`config.mk`:
```
export PLATFORM = sky130hd
export DESIGN_NAME = traffic_light_monitor_flat
export DESIGN_NICKNAME = d
export VERILOG_FILES = /design/src/rtl/traffic_light_monitor_if.sv /design/src/rtl/traffic_light_monitor.sv /design/src/flat_wrapper.sv
export SDC_FILE = /design/constraint.sdc
export NUM_CORES = 1
export LEC_CHECK = 0
export CAP_MARGIN = 20
export CELL_PAD_IN_SITES_DETAIL_PLACEMENT = 0
export CELL_PAD_IN_SITES_GLOBAL_PLACEMENT = 1
export CORE_UTILIZATION = 35
export DETAILED_ROUTE_END_ITERATION = 7
export PLACE_DENSITY_LB_ADDON = 0.2
export SETUP_SLACK_MARGIN = 0.4
export SLEW_MARGIN = 20
export SYNTH_ARGS = -nofsm -noshare
export SYNTH_HDL_FRONTEND = slang
export SYNTH_SLANG_ARGS = --single-unit
```
`constraint.sdc`:
```
create_clock -name clk -period 4.8 [get_ports clk]
set_clock_uncertainty 0.15 [all_clocks]
set_input_delay 0.96 -clock clk [delete_from_list [all_inputs] [get_ports clk]]
set_output_delay 0.96 -clock clk [all_outputs]
set_load 0.05 [all_outputs]
```
`src/rtl/traffic_light_monitor_if.sv`:
```
// ============================================================================
// Module      : traffic_light_monitor_if
// Description : Intersection light bus seen by the light monitor.
// Revision    : 1.0 - initial release
// ============================================================================
`default_nettype none

interface traffic_light_monitor_if;
  logic [2:0]  north_dir;
  logic [2:0]  south_dir;
  logic [2:0]  east_dir;
  logic [2:0]  west_dir;
  logic        err_clear;
  logic [5:0]  err_flags;
  logic        err_pulse;
  logic [1:0]  active_dir;
  logic        rotation_done;
  logic [15:0] phase_cnt;

  modport master (
    output north_dir, south_dir, east_dir, west_dir, err_clear,
    input  err_flags, err_pulse, active_dir, rotation_done, phase_cnt
  );

  modport slave (
    input  north_dir, south_dir, east_dir, west_dir, err_clear,
    output err_flags, err_pulse, active_dir, rotation_done, phase_cnt
  );
endinterface

`default_nettype wire

```
`src/rtl/traffic_light_monitor.sv`:
```
// ============================================================================
// Module      : traffic_light_monitor
// Description : Passive checker of light codes, phase order and phase timing.
// Revision    : 1.0 - initial release
// ============================================================================
`default_nettype none

module traffic_light_monitor #(
  parameter int GREEN_MIN  = 15,
  parameter int GREEN_MAX  = 16,
  parameter int YELLOW_MAX = 3,
  parameter int ALLRED_MAX = 2
) (
  input  wire logic               clk,
  input  wire logic               reset,
  traffic_light_monitor_if.slave  bus
);

  typedef enum logic [1:0] {
    S_WAIT   = 2'd0,
    S_GREEN  = 2'd1,
    S_YELLOW = 2'd2,
    S_ALLRED = 2'd3
  } state_t;

  localparam logic [2:0]  C_RED    = 3'b001;
  localparam logic [2:0]  C_YEL    = 3'b010;
  localparam logic [2:0]  C_GRN    = 3'b100;
  localparam logic [15:0] C_GMIN   = 16'(GREEN_MIN);
  localparam logic [15:0] C_GMAX   = 16'(GREEN_MAX);
  localparam logic [15:0] C_YMAX   = 16'(YELLOW_MAX);
  localparam logic [15:0] C_ARMAX  = 16'(ALLRED_MAX);

  state_t      state_q, state_d;
  logic [1:0]  active_q, active_d;
  logic [15:0] phase_cnt_q, phase_cnt_d;
  logic [5:0]  err_flags_q;
  logic        err_pulse_q;
  logic        rot_done_q, rot_done_d;
  logic [2:0]  rot_cnt_q, rot_cnt_d;

  logic [2:0]  w_code [4];
  logic [3:0]  w_grn, w_yel, w_bad, w_act_mask;
  logic [1:0]  w_grn_idx;
  logic        w_act_grn, w_act_yel, w_act_red;
  logic        w_other_grn, w_other_yel, w_in_phase, w_hold, w_enter, w_rot_cand;
  logic        e_illegal, e_conflict, e_seq, e_order, e_timing, e_stall;
  logic [5:0]  w_err_new;

  assign w_code[0] = bus.north_dir;
  assign w_code[1] = bus.south_dir;
  assign w_code[2] = bus.east_dir;
  assign w_code[3] = bus.west_dir;

  for (genvar i = 0; i < 4; i++) begin : g_dir
    assign w_grn[i] = (w_code[i] == C_GRN);
    assign w_yel[i] = (w_code[i] == C_YEL);
    assign w_bad[i] = !(w_code[i] == C_RED || w_code[i] == C_YEL || w_code[i] == C_GRN);
  end

  always_comb begin
    w_grn_idx = 2'd0;
    for (int i = 3; i >= 0; i--) begin
      if (w_grn[i]) w_grn_idx = 2'(i);
    end
  end

  assign w_act_mask  = 4'b0001 << active_q;
  assign w_act_grn   = w_grn[active_q];
  assign w_act_yel   = w_yel[active_q];
  assign w_act_red   = (w_code[active_q] == C_RED);
  assign w_other_grn = |(w_grn & ~w_act_mask);
  assign w_other_yel = |(w_yel & ~w_act_mask);
  assign w_in_phase  = (state_q == S_GREEN) || (state_q == S_YELLOW);

  always_comb begin
    state_d    = state_q;
    active_d   = active_q;
    w_enter    = 1'b0;
    w_rot_cand = 1'b0;
    e_illegal  = |w_bad;
    e_conflict = ($countones(w_grn | w_yel) > 1) || (w_in_phase && w_other_grn);
    e_seq      = (w_in_phase && w_other_grn) || ((state_q != S_WAIT) && w_other_yel);
    e_order    = 1'b0;
    e_timing   = 1'b0;
    e_stall    = 1'b0;
    // Malformed or conflicting cycles never move the FSM; counters keep running.
    w_hold     = e_illegal || e_conflict;

    case (state_q)
      S_WAIT: begin
        if (!w_hold && |w_grn) begin
          state_d  = S_GREEN;
          active_d = w_grn_idx;
          w_enter  = 1'b1;
        end
      end
      S_GREEN: begin
        if (w_act_yel) begin
          if (!w_hold) begin
            state_d  = S_YELLOW;
            w_enter  = 1'b1;
            e_timing = (phase_cnt_q < C_GMIN);
          end
        end else if (w_act_red) begin
          if (!w_hold) begin
            e_seq   = 1'b1;
            state_d = S_ALLRED;
            w_enter = 1'b1;
          end
        end else if (w_act_grn && phase_cnt_q == C_GMAX) begin
          e_timing = 1'b1;
        end
      end
      S_YELLOW: begin
        if (w_act_red) begin
          if (!w_hold) begin
            state_d    = S_ALLRED;
            w_enter    = 1'b1;
            w_rot_cand = (active_q == 2'd3) && (rot_cnt_q == 3'd4);
          end
        end else if (w_act_grn) begin
          e_seq = 1'b1;
        end else if (w_act_yel && phase_cnt_q == C_YMAX) begin
          e_timing = 1'b1;
        end
      end
      default: begin
        if (!w_hold && |w_grn) begin
          state_d  = S_GREEN;
          active_d = w_grn_idx;
          w_enter  = 1'b1;
          e_order  = (w_grn_idx != 2'(active_q + 2'd1));
        end else if (!(|w_grn) && phase_cnt_q == C_ARMAX) begin
          e_stall = 1'b1;
        end
      end
    endcase
  end

  assign w_err_new = {e_stall, e_timing, e_order, e_seq, e_conflict, e_illegal};

  // rot_cnt_q counts clean in-order greens since the last north green (4 = N,S,E,W).
  always_comb begin
    rot_cnt_d  = rot_cnt_q;
    rot_done_d = 1'b0;
    if (|w_err_new) begin
      rot_cnt_d = 3'd0;
    end else if (w_rot_cand) begin
      rot_done_d = 1'b1;
      rot_cnt_d  = 3'd0;
    end else if (w_enter && state_d == S_GREEN) begin
      if (active_d == 2'd0)
        rot_cnt_d = 3'd1;
      else if (rot_cnt_q != 3'd0 && {1'b0, active_d} == rot_cnt_q)
        rot_cnt_d = rot_cnt_q + 3'd1;
      else
        rot_cnt_d = 3'd0;
    end
  end

  assign phase_cnt_d = w_enter ? 16'd1
                     : (phase_cnt_q == 16'hFFFF) ? phase_cnt_q
                     : phase_cnt_q + 16'd1;

  always_ff @(posedge clk or negedge reset) begin
    if (!reset) begin
      state_q     <= S_WAIT;
      active_q    <= 2'd0;
      phase_cnt_q <= 16'd0;
      err_flags_q <= 6'd0;
      err_pulse_q <= 1'b0;
      rot_done_q  <= 1'b0;
      rot_cnt_q   <= 3'd0;
    end else begin
      state_q     <= state_d;
      active_q    <= active_d;
      phase_cnt_q <= phase_cnt_d;
      err_flags_q <= (bus.err_clear ? 6'd0 : err_flags_q) | w_err_new;
      err_pulse_q <= |w_err_new;
      rot_done_q  <= rot_done_d;
      rot_cnt_q   <= rot_cnt_d;
    end
  end

  assign bus.err_flags     = err_flags_q;
  assign bus.err_pulse     = err_pulse_q;
  assign bus.active_dir    = active_q;
  assign bus.rotation_done = rot_done_q;
  assign bus.phase_cnt     = phase_cnt_q;

endmodule

`default_nettype wire

```
`src/flat_wrapper.sv`:
```
// flat-port wrapper written by rule: the top's interface ports become plain ports
module traffic_light_monitor_flat 
#(
  parameter int GREEN_MIN  = 15,
  parameter int GREEN_MAX  = 16,
  parameter int YELLOW_MAX = 3,
  parameter int ALLRED_MAX = 2
)
  (clk, reset, bus_north_dir, bus_south_dir, bus_east_dir, bus_west_dir, bus_err_clear, bus_err_flags, bus_err_pulse, bus_active_dir, bus_rotation_done, bus_phase_cnt);
  traffic_light_monitor_if bus_i ();
  input  wire logic clk;
  input  wire logic reset;
  input wire logic [$bits(bus_i.north_dir)-1:0] bus_north_dir;
  input wire logic [$bits(bus_i.south_dir)-1:0] bus_south_dir;
  input wire logic [$bits(bus_i.east_dir)-1:0] bus_east_dir;
  input wire logic [$bits(bus_i.west_dir)-1:0] bus_west_dir;
  input wire logic [$bits(bus_i.err_clear)-1:0] bus_err_clear;
  output wire logic [$bits(bus_i.err_flags)-1:0] bus_err_flags;
  output wire logic [$bits(bus_i.err_pulse)-1:0] bus_err_pulse;
  output wire logic [$bits(bus_i.active_dir)-1:0] bus_active_dir;
  output wire logic [$bits(bus_i.rotation_done)-1:0] bus_rotation_done;
  output wire logic [$bits(bus_i.phase_cnt)-1:0] bus_phase_cnt;
  assign bus_i.north_dir = bus_north_dir;
  assign bus_i.south_dir = bus_south_dir;
  assign bus_i.east_dir = bus_east_dir;
  assign bus_i.west_dir = bus_west_dir;
  assign bus_i.err_clear = bus_err_clear;
  assign bus_err_flags = bus_i.err_flags;
  assign bus_err_pulse = bus_i.err_pulse;
  assign bus_active_dir = bus_i.active_dir;
  assign bus_rotation_done = bus_i.rotation_done;
  assign bus_phase_cnt = bus_i.phase_cnt;
  traffic_light_monitor #(.GREEN_MIN(GREEN_MIN), .GREEN_MAX(GREEN_MAX), .YELLOW_MAX(YELLOW_MAX), .ALLRED_MAX(ALLRED_MAX)) u_core (.clk(clk), .reset(reset), .bus(bus_i));
endmodule
```
Yosys cells after proc, flatten, opt, wreduce, memory -nomap -nowiden
Cells that the tools add are included.
W data, S select, Z words.
{ "totals": {"in_bits": 15, "wordCells": 144, "output_inout_bits": 26, "ff_bits": 31, "ramBits": 0, "rom_bits": 0, "n_memories": 0, "latchBits": 0} }
{ "classes": {"bitwise": 6, "eq_ne": 25, "multipliers": 0, "n_lt_le_gt_ge": 4, "n_reduce_logical": 39, "muxes": 56, "div_mod_pow": 0, "n_addsub": 6, "shift": 1} }
{ "op_table": {"columns": ["operator", "n"], "rows": [
  ["$add A32 B32 Y32", 1],
  ["$eq A16 B2 Y1 const B", 2],
  ["$gt A32 B2 Y1 const B", 1],
  ["$mux W16", 2],
  ["$mux W1", 28],
  ["$mux W2", 11],
  ["$mux W3", 7],
  ["$add A16 B1 Y16 const B", 1],
  ["$eq A16 B16 Y1 const B", 1],
  ["$eq A16 B5 Y1 const B", 1],
  ["$lt A16 B4 Y1 const B", 1],
  ["$reduce_or A4 Y1", 4],
  ["$eq A3 B1 Y1 const B", 5],
  ["$eq A3 B3 Y1 const B", 5],
  ["$eq A3 B2 Y1 const B", 4],
  ["$logic_or A1 B1 Y1", 12],
  ["$logic_and A1 B1 Y1", 9],
  ["$reduce_or A9 Y1", 1],
  ["$and A4 B4 Y4", 2],
  ["$bmux W3 S2", 1],
  ["$logic_not A1 Y1", 6],
  ["$mux W6", 1],
  ["$or A6 B6 Y6", 1],
  ["$pmux W1 S2", 3],
  ["other kinds (21)", 27]
]} }

Depth between registers and ports, before layout
Gate-level depths: netlist (run 1).
{ "depth": {"ltp_word": 18, "depth_mapped": 13} }

Worst setup path before layout (run 1)
OpenSTA, ideal clock, no wires.
{ "synth_timing": {"path_kind": "input port to flip-flop", "start": "input port bus_north_dir[1]", "end": "register u_core.rot_cnt_q[2]", "t_required_ps": 4546, "slack_ps": 998, "path_stages": 12, "setup_ps": 104, "t_arrival_ps": 3548, "cell_sequence": "or3b_1 clkbuf_1 nand2_1 ha_1 and2_1 fa_1 nor2_1 and3_1 nand4_4 a2111oi_2 nand4_1 a221oi_1"} }
{ "synth_via": {"elab_chain_cells": 18, "word_cells_on_any_way": 84, "classes_between": "2 x add/sub; 1 x order compare; 7 x eq/ne; 48 x mux; 3 x bitwise; 23 x reduce/logical"} }
{ "synth_lines": {"columns": ["element", "line_no", "text"], "rows": [
  ["start, declared", "flat_wrapper.sv:13", "input wire logic [$bits(bus_i.north_dir)-1:0] bus_north_dir;"],
  ["$eq A3 B3 Y1 / $eq A3 B2 Y1 (equally long branches)", "traffic_light_monitor.sv:56, traffic_light_monitor.sv:58, traffic_light_monitor.sv:57", null],
  ["$or A4 B4 Y4", "traffic_light_monitor.sv:82", "e_conflict = ($countones(w_grn | w_yel) > 1) || (w_in_phase && w_other_grn);"],
  ["$add A1 B1 Y2 (not written as such)", "traffic_light_monitor.sv:82", null],
  ["$add A32 B32 Y32 (not written as such)", "traffic_light_monitor.sv:82", null],
  ["$gt A32 B2 Y1", "traffic_light_monitor.sv:82", null],
  ["$logic_or A1 B1 Y1", "traffic_light_monitor.sv:82", null],
  ["$logic_or A1 B1 Y1", "traffic_light_monitor.sv:88", "w_hold = e_illegal || e_conflict;"],
  ["$logic_not A1 Y1", "traffic_light_monitor.sv:92, traffic_light_monitor.sv:129", null],
  ["(+2 left out)", null, null],
  ["$mux W2", null, null],
  ["$eq A2 B3 Y1", "traffic_light_monitor.sv:155", "else if (rot_cnt_q != 3'd0 && {1'b0, active_d} == rot_cnt_q)"],
  ["$logic_and A1 B1 Y1", "traffic_light_monitor.sv:155", null],
  ["$mux W3", "traffic_light_monitor.sv:155", null],
  ["$mux W3", "traffic_light_monitor.sv:153", "if (active_d == 2'd0)"],
  ["$mux W3", "traffic_light_monitor.sv:152", "end else if (w_enter && state_d == S_GREEN) begin"],
  ["$mux W3", "traffic_light_monitor.sv:149", "end else if (w_rot_cand) begin"],
  ["$mux W3", "traffic_light_monitor.sv:147", "if (|w_err_new) begin"],
  ["end signal, assigned", "traffic_light_monitor.sv:182", "rot_cnt_q <= rot_cnt_d;"],
  ["end, declared", "traffic_light_monitor.sv:40", "logic [2:0] rot_cnt_q, rot_cnt_d;"]
]} }
Parallel ways exist; a longest one is shown, timed or not. The select of a mux whose other input is x is not followed.
A chain may end at the register's enable or synchronous reset.

Worst setup path in the final report (run 1)
{ "layout_timing": {"start": "input port bus_north_dir[0]", "end": "register u_core.rot_cnt_q[0]"} }
The elaborated chain is that of the path after synthesis.

==> flow_summary.ini, run 1 <==
[critical_path]
worstSetupStartpointType = primary input
critPathMaxStageDelay_ps = 470
crit_slowest_cell = clkdlybuf4s50_1
cp.required_ps = 4860
cp_cell_sequence = clkdlybuf4s50_1, or3b_4, nand2_1, ha_1, and2_1, fa_1, nor2_2, and3_4, nand4_4, buf_4, a2111oi_4, nand4_1, buf_4, nor2_1
path_common_cell = buf_4
rr_startpoint = u_core.bus.active_dir[1]
cp_max_fo = 6
cp_top_family = simple AND/OR/NAND/NOR gates
crit_type = primary input to register
cp-end-kind = register
crit_start = bus_north_dir[0]
critPathArrivalTime_ps = 4300
worst-path-buf-inv = 3

[timing]
setup_slack_ps = 566
fin_crit_ps = 4230
clock.fmax_mhz = 236
finalCritPeriodShare = 0.882
finalHoldViolCount = 0
rsz0062_at_grt = no
finalSetupTns_ps = 0
worstMarginPinSlew_ps = 853
finalSetupViolations = 0
relSlewSlack = 0.431
drv_slew = 0

[clock_tree]
clk_latency_ps = 280
cts-root-buf = clkbuf_8
h-tree-depth = 2
cts.path.max_buffers = 2
clk_pin_slew_ps = 70
cts_made_buffers = 5
cts_sinks = 31
cts_tree = built
hold_buffers = 0

[detailed_routing]
ant_nets = 0
drtIter0Drc = 112
firstDrtPassIters = 5
routedWlPerCell_um = 15.8
vias_per_cell = 5.33
remaining_drc_errors = 0
routed_wl_mm = 6.57
vias = 2221

[logic_synthesis]
postSynthAreaPerCell_um2 = 9.19
synthXorXnorAreaFrac = 0.0633
yosysWarnings = 0
yosysUniqueCellTypes = 58
muxShareOfSynthArea = 0.0221
synth-simple-area-share = 0.321
synth_compound_area_frac = 0.165
synth.most_common_cell = dfrtp_1
async_reset_ff_frac = 1.00
synth_top_family_by_area = simple AND/OR/NAND/NOR gates
synth_enable_flop_cells = 0
ys_seq_area_frac = 0.312
synth.area.top_cells = dfrtp_1 (31%), ha_1 (7.5%), xor2_1 (3.9%)
synth_top_area_frac = 0.312
netlist_area_um2 = 2490
synth-seq-cells = 31
synth_common_cells = dfrtp_1 (31), nand2_1 (25), nor2_1 (20), ha_1 (15), nand3_1 (15)
synthAdderAreaFrac = 0.0834
yosys.area.top_type = dfrtp_1
synth_ff_type = dfrtp_1
syn_nets = 302
synth_cells = 271

[place]
portBuffers = 40
dp_hpwl_mm = 5.08
placed_area_um2 = 3040
pre_cts_slack_ps = 123
place_congestion = 0.898

[worst_hold_path]
hp-class = register to register
worst_hold_startpoint = u_core.bus.err_flags[3]

[finish]
fin_area_um2 = 3170
drive_above_1_share = 0.143
syn2layout_area_growth_pct = 27.3
antenna_cells = 0
nets = 352

[global_routing]
gr-total-overflow = 0
gr-usage-all-layers = 0.189
grt_pass1_vias = 2139
antenna_found_initial = 0
grt_first_pass_wirelength_mm = 11.1
grt_max_degree = 32

[floorplanning]
rows = 30
ios = 41
coreArea_um2 = 6830
die_area_um2 = 7460
die_h_um = 86.3
die_w_um = 86.3
start_util = 0.364

[power]
power.total_mw = 1.20
power.density_nw_per_um2 = 377
vdd_drop_max_v = 0.000282
p_leak_nw = 1.26

[outcome]
status = finished clean

[flow_run]
drv_cap = 0
[sequential cells by signal, indices dropped and copies added, names as in the netlist]
signal                    flops
u_core.rot_cnt_q              3
u_core.bus.phase_cnt         16
u_core.state_q                2
u_core.bus.rotation_done      1
u_core.bus.err_pulse          1
u_core.bus.active_dir         2
u_core.bus.err_flags          6
[area by class of cell]
class / count / area (um2)
tap: 96 / 120
inverter: 12 / 45.0
multi-input combinational: 221 / 1660
sequential: 31 / 776
timing repair buffer: 50 / 485
clock buffer: 6 / 82.6
clock inverter: 1 / 5.00
fill: 690 / 3660
[power by group]
group	switching, mW	total, mW	internal [mW]
sequential	0.0921	0.407	0.315
combinational	0.375	0.586	0.210
clock	0.0909	0.203	0.112
[what timing repair did]
item                       in CTS  in global routing
buffers inserted                0                  1
resized for setup               0                  8
setup endpoints to repair       0                 18
[worst reg2reg max path, delay by kind of cell (launching register included)]
kind                       cells  cell delay (ps)
and+or+nand+nor                3              590
DFF                            1              620
AOI/OAI and AO/OA              3              850
buffers and inverters          2              360
adders and majority gates      1              360
[per-layer routing]
layer / track usage / vias to the layer above / share of wire
met3: 0.0314 / 2 / 0.043
li1: - / 1116 / -
met5: 0 / - / 0
met4: 0.0394 / 0 / 0.0038
met2: 0.278 / 40 / 0.43
met1: 0.288 / 1063 / 0.52
[per-stage QoR]
stage | cells | util | hold WS (ps)
2_1_floorplan | 271 | - | 381
3_3_place_gp | 409 | 0.445 | 314
3_5_place_dp | 409 | 0.445 | 318
4_1_cts | 416 | 0.458 | 332
5_1_grt | 417 | 0.464 | 347
6_report | 417 | 0.464 | 324
[cells in the final DEF (no fill, tap or decap), drive strengths merged, types with 5 or more instances in the layout]
master,count
nor3,10
nor4b,8
dfrtp,31
clkbuf,6
a21oi,8
o21ai,5
or3b,8
ha,15
xnor2,7
clkdlybuf4s50,36
nand3,15
and3,5
nand4,12
buf,10
and4,6
xor2,11
nor4,5
nor2,30
inv,12
nand2,25
[cell families after synthesis]
family                     Yosys count
buffers and inverters               19
AOI/OAI and AO/OA                   49
adders and majority gates           16
muxes                                3
DFF                                 31
and+or+nand+nor                    135
xor gates and xnor gates            18
[path summary, 6_finish.rpt]
check | depth (start not counted) | slack (ps) | to
max in group asynchronous | 2 | 3260 | u_core.bus.phase_cnt[4]
worst min register to register | 1 | 320 | u_core.bus.err_flags[3]
min in group asynchronous | 2 | 940 | u_core.bus.err_flags[1]
worst max register to register | 9 | 1810 | u_core.rot_cnt_q[0]
worst min-delay path | 1 | 320 | u_core.bus.err_flags[3]
worst max-delay path | 14 | 570 | u_core.rot_cnt_q[0]
No activity file was read; power rests on OpenSTA's default activity.
==> run 2: changes to the inputs <==
--- a/config.mk
+++ b/config.mk
@@ -8,7 +8,8 @@
 export CAP_MARGIN = 20
 export CELL_PAD_IN_SITES_DETAIL_PLACEMENT = 0
 export CELL_PAD_IN_SITES_GLOBAL_PLACEMENT = 1
-export CORE_UTILIZATION = 35
+export CORE_UTILIZATION = 44
+export CTS_CLUSTER_SIZE = 40
 export DETAILED_ROUTE_END_ITERATION = 7
 export PLACE_DENSITY_LB_ADDON = 0.2
 export SETUP_SLACK_MARGIN = 0.4
==> run 2 against run 1 <==
  * Cell area shrank 2.4%
  * Highest routed layer unchanged
  * Non-clock buffer count decreased by 5
  * Register-to-register slack got worse by 20 ps
  * Count of clock-buffer cells in the layout stayed put
  * Sequential cell count stayed put
  * First-iteration DRC count rose by 15%
  * Sequential power down 1%
  * Combinational power about the same
  * Cell count is 7.0% lower
  * Die area is 20% lower
  * Critical path depth is 1 lower
  * Clock power is essentially flat
==> flow_summary.ini, run 2 (synthesized netlist as in run 1, its figures left out) <==
[outcome]
status = finished clean

[floorplanning]
start_util = 0.455
die_w_um = 77.2
die_area_um2 = 5960
die_h_um = 77.2
ios = 41
rows = 27
coreArea_um2 = 5470

[global_routing]
grt_first_pass_wirelength_mm = 10.5
gr-total-overflow = 0
grt_pass1_vias = 2095
antenna_found_initial = 0
grt_max_degree = 32
gr-usage-all-layers = 0.222

[power]
power.density_nw_per_um2 = 384
p_leak_nw = 1.25
power.total_mw = 1.19
vdd_drop_max_v = 0.000290

[finish]
fin_cells = 388
largest_reg_flops = 16
syn2layout_area_growth_pct = 24.3
nets = 347
drive_above_1_share = 0.130
fin_area_um2 = 3100
layout_common_cells = clkdlybuf4s50_1 (34), dfrtp_1 (31), nand2_1 (25), nor2_1 (19)
layout_commonest_cell = clkdlybuf4s50_1
antenna_cells = 0

[place]
dp_hpwl_mm = 4.85
place_congestion = 0.883
portBuffers = 40
placed_area_um2 = 2980
pre_cts_slack_ps = 57.0
place_inst = 381

[clock_tree]
post_cts_buffers = 0
hold_buffers = 0
cts_made_buffers = 5
cts.path.max_buffers = 2
clk_latency_ps = 270
cts_sinks = 31
clk_pin_slew_ps = 60
h-tree-depth = 2
cts-root-buf = clkbuf_8
cts_tree = built

[detailed_routing]
wl_met3_um = 264
routed_wl_mm = 6.21
dr_wl_met2_mm = 2.66
vias_per_cell = 5.64
wl_met1_mm = 3.27
routedWlPerCell_um = 16.0
drtIter0Drc = 129
highest_layer = met4
remaining_drc_errors = 0
vias = 2190
firstDrtPassIters = 4
ant_nets = 0

[timing]
clock.fmax_mhz = 239
finalCritPeriodShare = 0.871
worstMarginPinSlew_ps = 866
finalHoldViolCount = 0
finalSetupViolations = 0
relSlewSlack = 0.423
rsz0062_at_grt = no
setup_slack_ps = 617
fin_crit_ps = 4180
finalSetupTns_ps = 0
drv_slew = 0

[worst_hold_path]
hp-class = register to register

[critical_path]
cp-end-kind = register
crit_type = primary input to register
critPathArrivalTime_ps = 4210
cp_max_fo = 7
reg2reg_setup_slack_ps = 1790
cp.required_ps = 4830
worstSetupStartpointType = primary input

[flow_run]
drv_cap = 0
## run 2: changes by cell type in the layout (fill, tap and decap cells not counted)
cell	previous run	this run
buf_4	10	5
a2111oi_2	0	1
a2111oi_4	1	0
dlymetal6s2s_1	4	6
clkdlybuf4s50_1	36	34
## run 2: layout make-up
cell class                      instances  area (um2)
Fill cell                             531        2380
Multi-Input combinational cell        221        1640
Sequential cell                        31         776
Timing Repair Buffer                   45         453
Tap cell                               72        90.1
Clock buffer                            6        82.6
Inverter                               12        45.0
Clock inverter                          1        5.00
## run 2: what timing repair did
item	4_1_cts	5_1_grt
resized for setup	2	7
setup endpoints to repair	1	19
pin swaps	1	1
## run 2: report_power, final
part           internal (mW)  switching, mW  leakage (nW)
clock network          0.112         0.0887        0.0470
logic                  0.209          0.375         0.817
registers              0.315         0.0885         0.387
## run 2: routing by layer
metal	global-route usage	vias up
li1	-	1104
met5	0	-
met1	0.341	1036
met4	0.0340	0
met2	0.327	48
met3	0.0369	2
## run 2: final timing paths
kind | start | cells after the start | to
worst max-delay path | bus_west_dir[2] | 13 | u_core.rot_cnt_q[2]
worst min-delay path | u_core.bus.err_flags[5] | 1 | u_core.bus.err_flags[5]
worst max register to register | u_core.bus.active_dir[1] | 8 | u_core.rot_cnt_q[2]
worst min register to register | u_core.bus.err_flags[5] | 1 | u_core.bus.err_flags[5]
max in group asynchronous | reset | 2 | u_core.bus.active_dir[0]
min in group asynchronous | reset | 2 | u_core.bus.phase_cnt[14]
## run 2: worst max-delay path: stages
cell	delay [ps]
clkdlybuf4s50_1	600
xnor2_1	150
nor2_1	60
ha_1	280
and2_1	170
fa_1	470
nor2_2	170
and3_4	210
nand4_4	120
buf_4	210
a2111oi_2	260
nand4_1	300
a221oi_2	250
## run 2: stage by stage
| stage | utilization | hold WS [ps] |
|---|---|---|
| after CTS | 0.562 | 334 |
| after global placement | 0.544 | 314 |
| after detailed placement | 0.544 | 321 |
| final | 0.566 | 326 |
| after floorplan | - | 381 |
| after global routing | 0.566 | 369 |
==> run 3: changes to the inputs <==
--- a/config.mk
+++ b/config.mk
@@ -9,6 +9,7 @@
 export CELL_PAD_IN_SITES_DETAIL_PLACEMENT = 0
 export CELL_PAD_IN_SITES_GLOBAL_PLACEMENT = 1
 export CORE_UTILIZATION = 44
+export CTS_CLUSTER_DIAMETER = 200
 export CTS_CLUSTER_SIZE = 40
 export DETAILED_ROUTE_END_ITERATION = 7
 export PLACE_DENSITY_LB_ADDON = 0.2
==> results of run 3 <==
Final layout, timing and power as in run 2 (identical DEF).
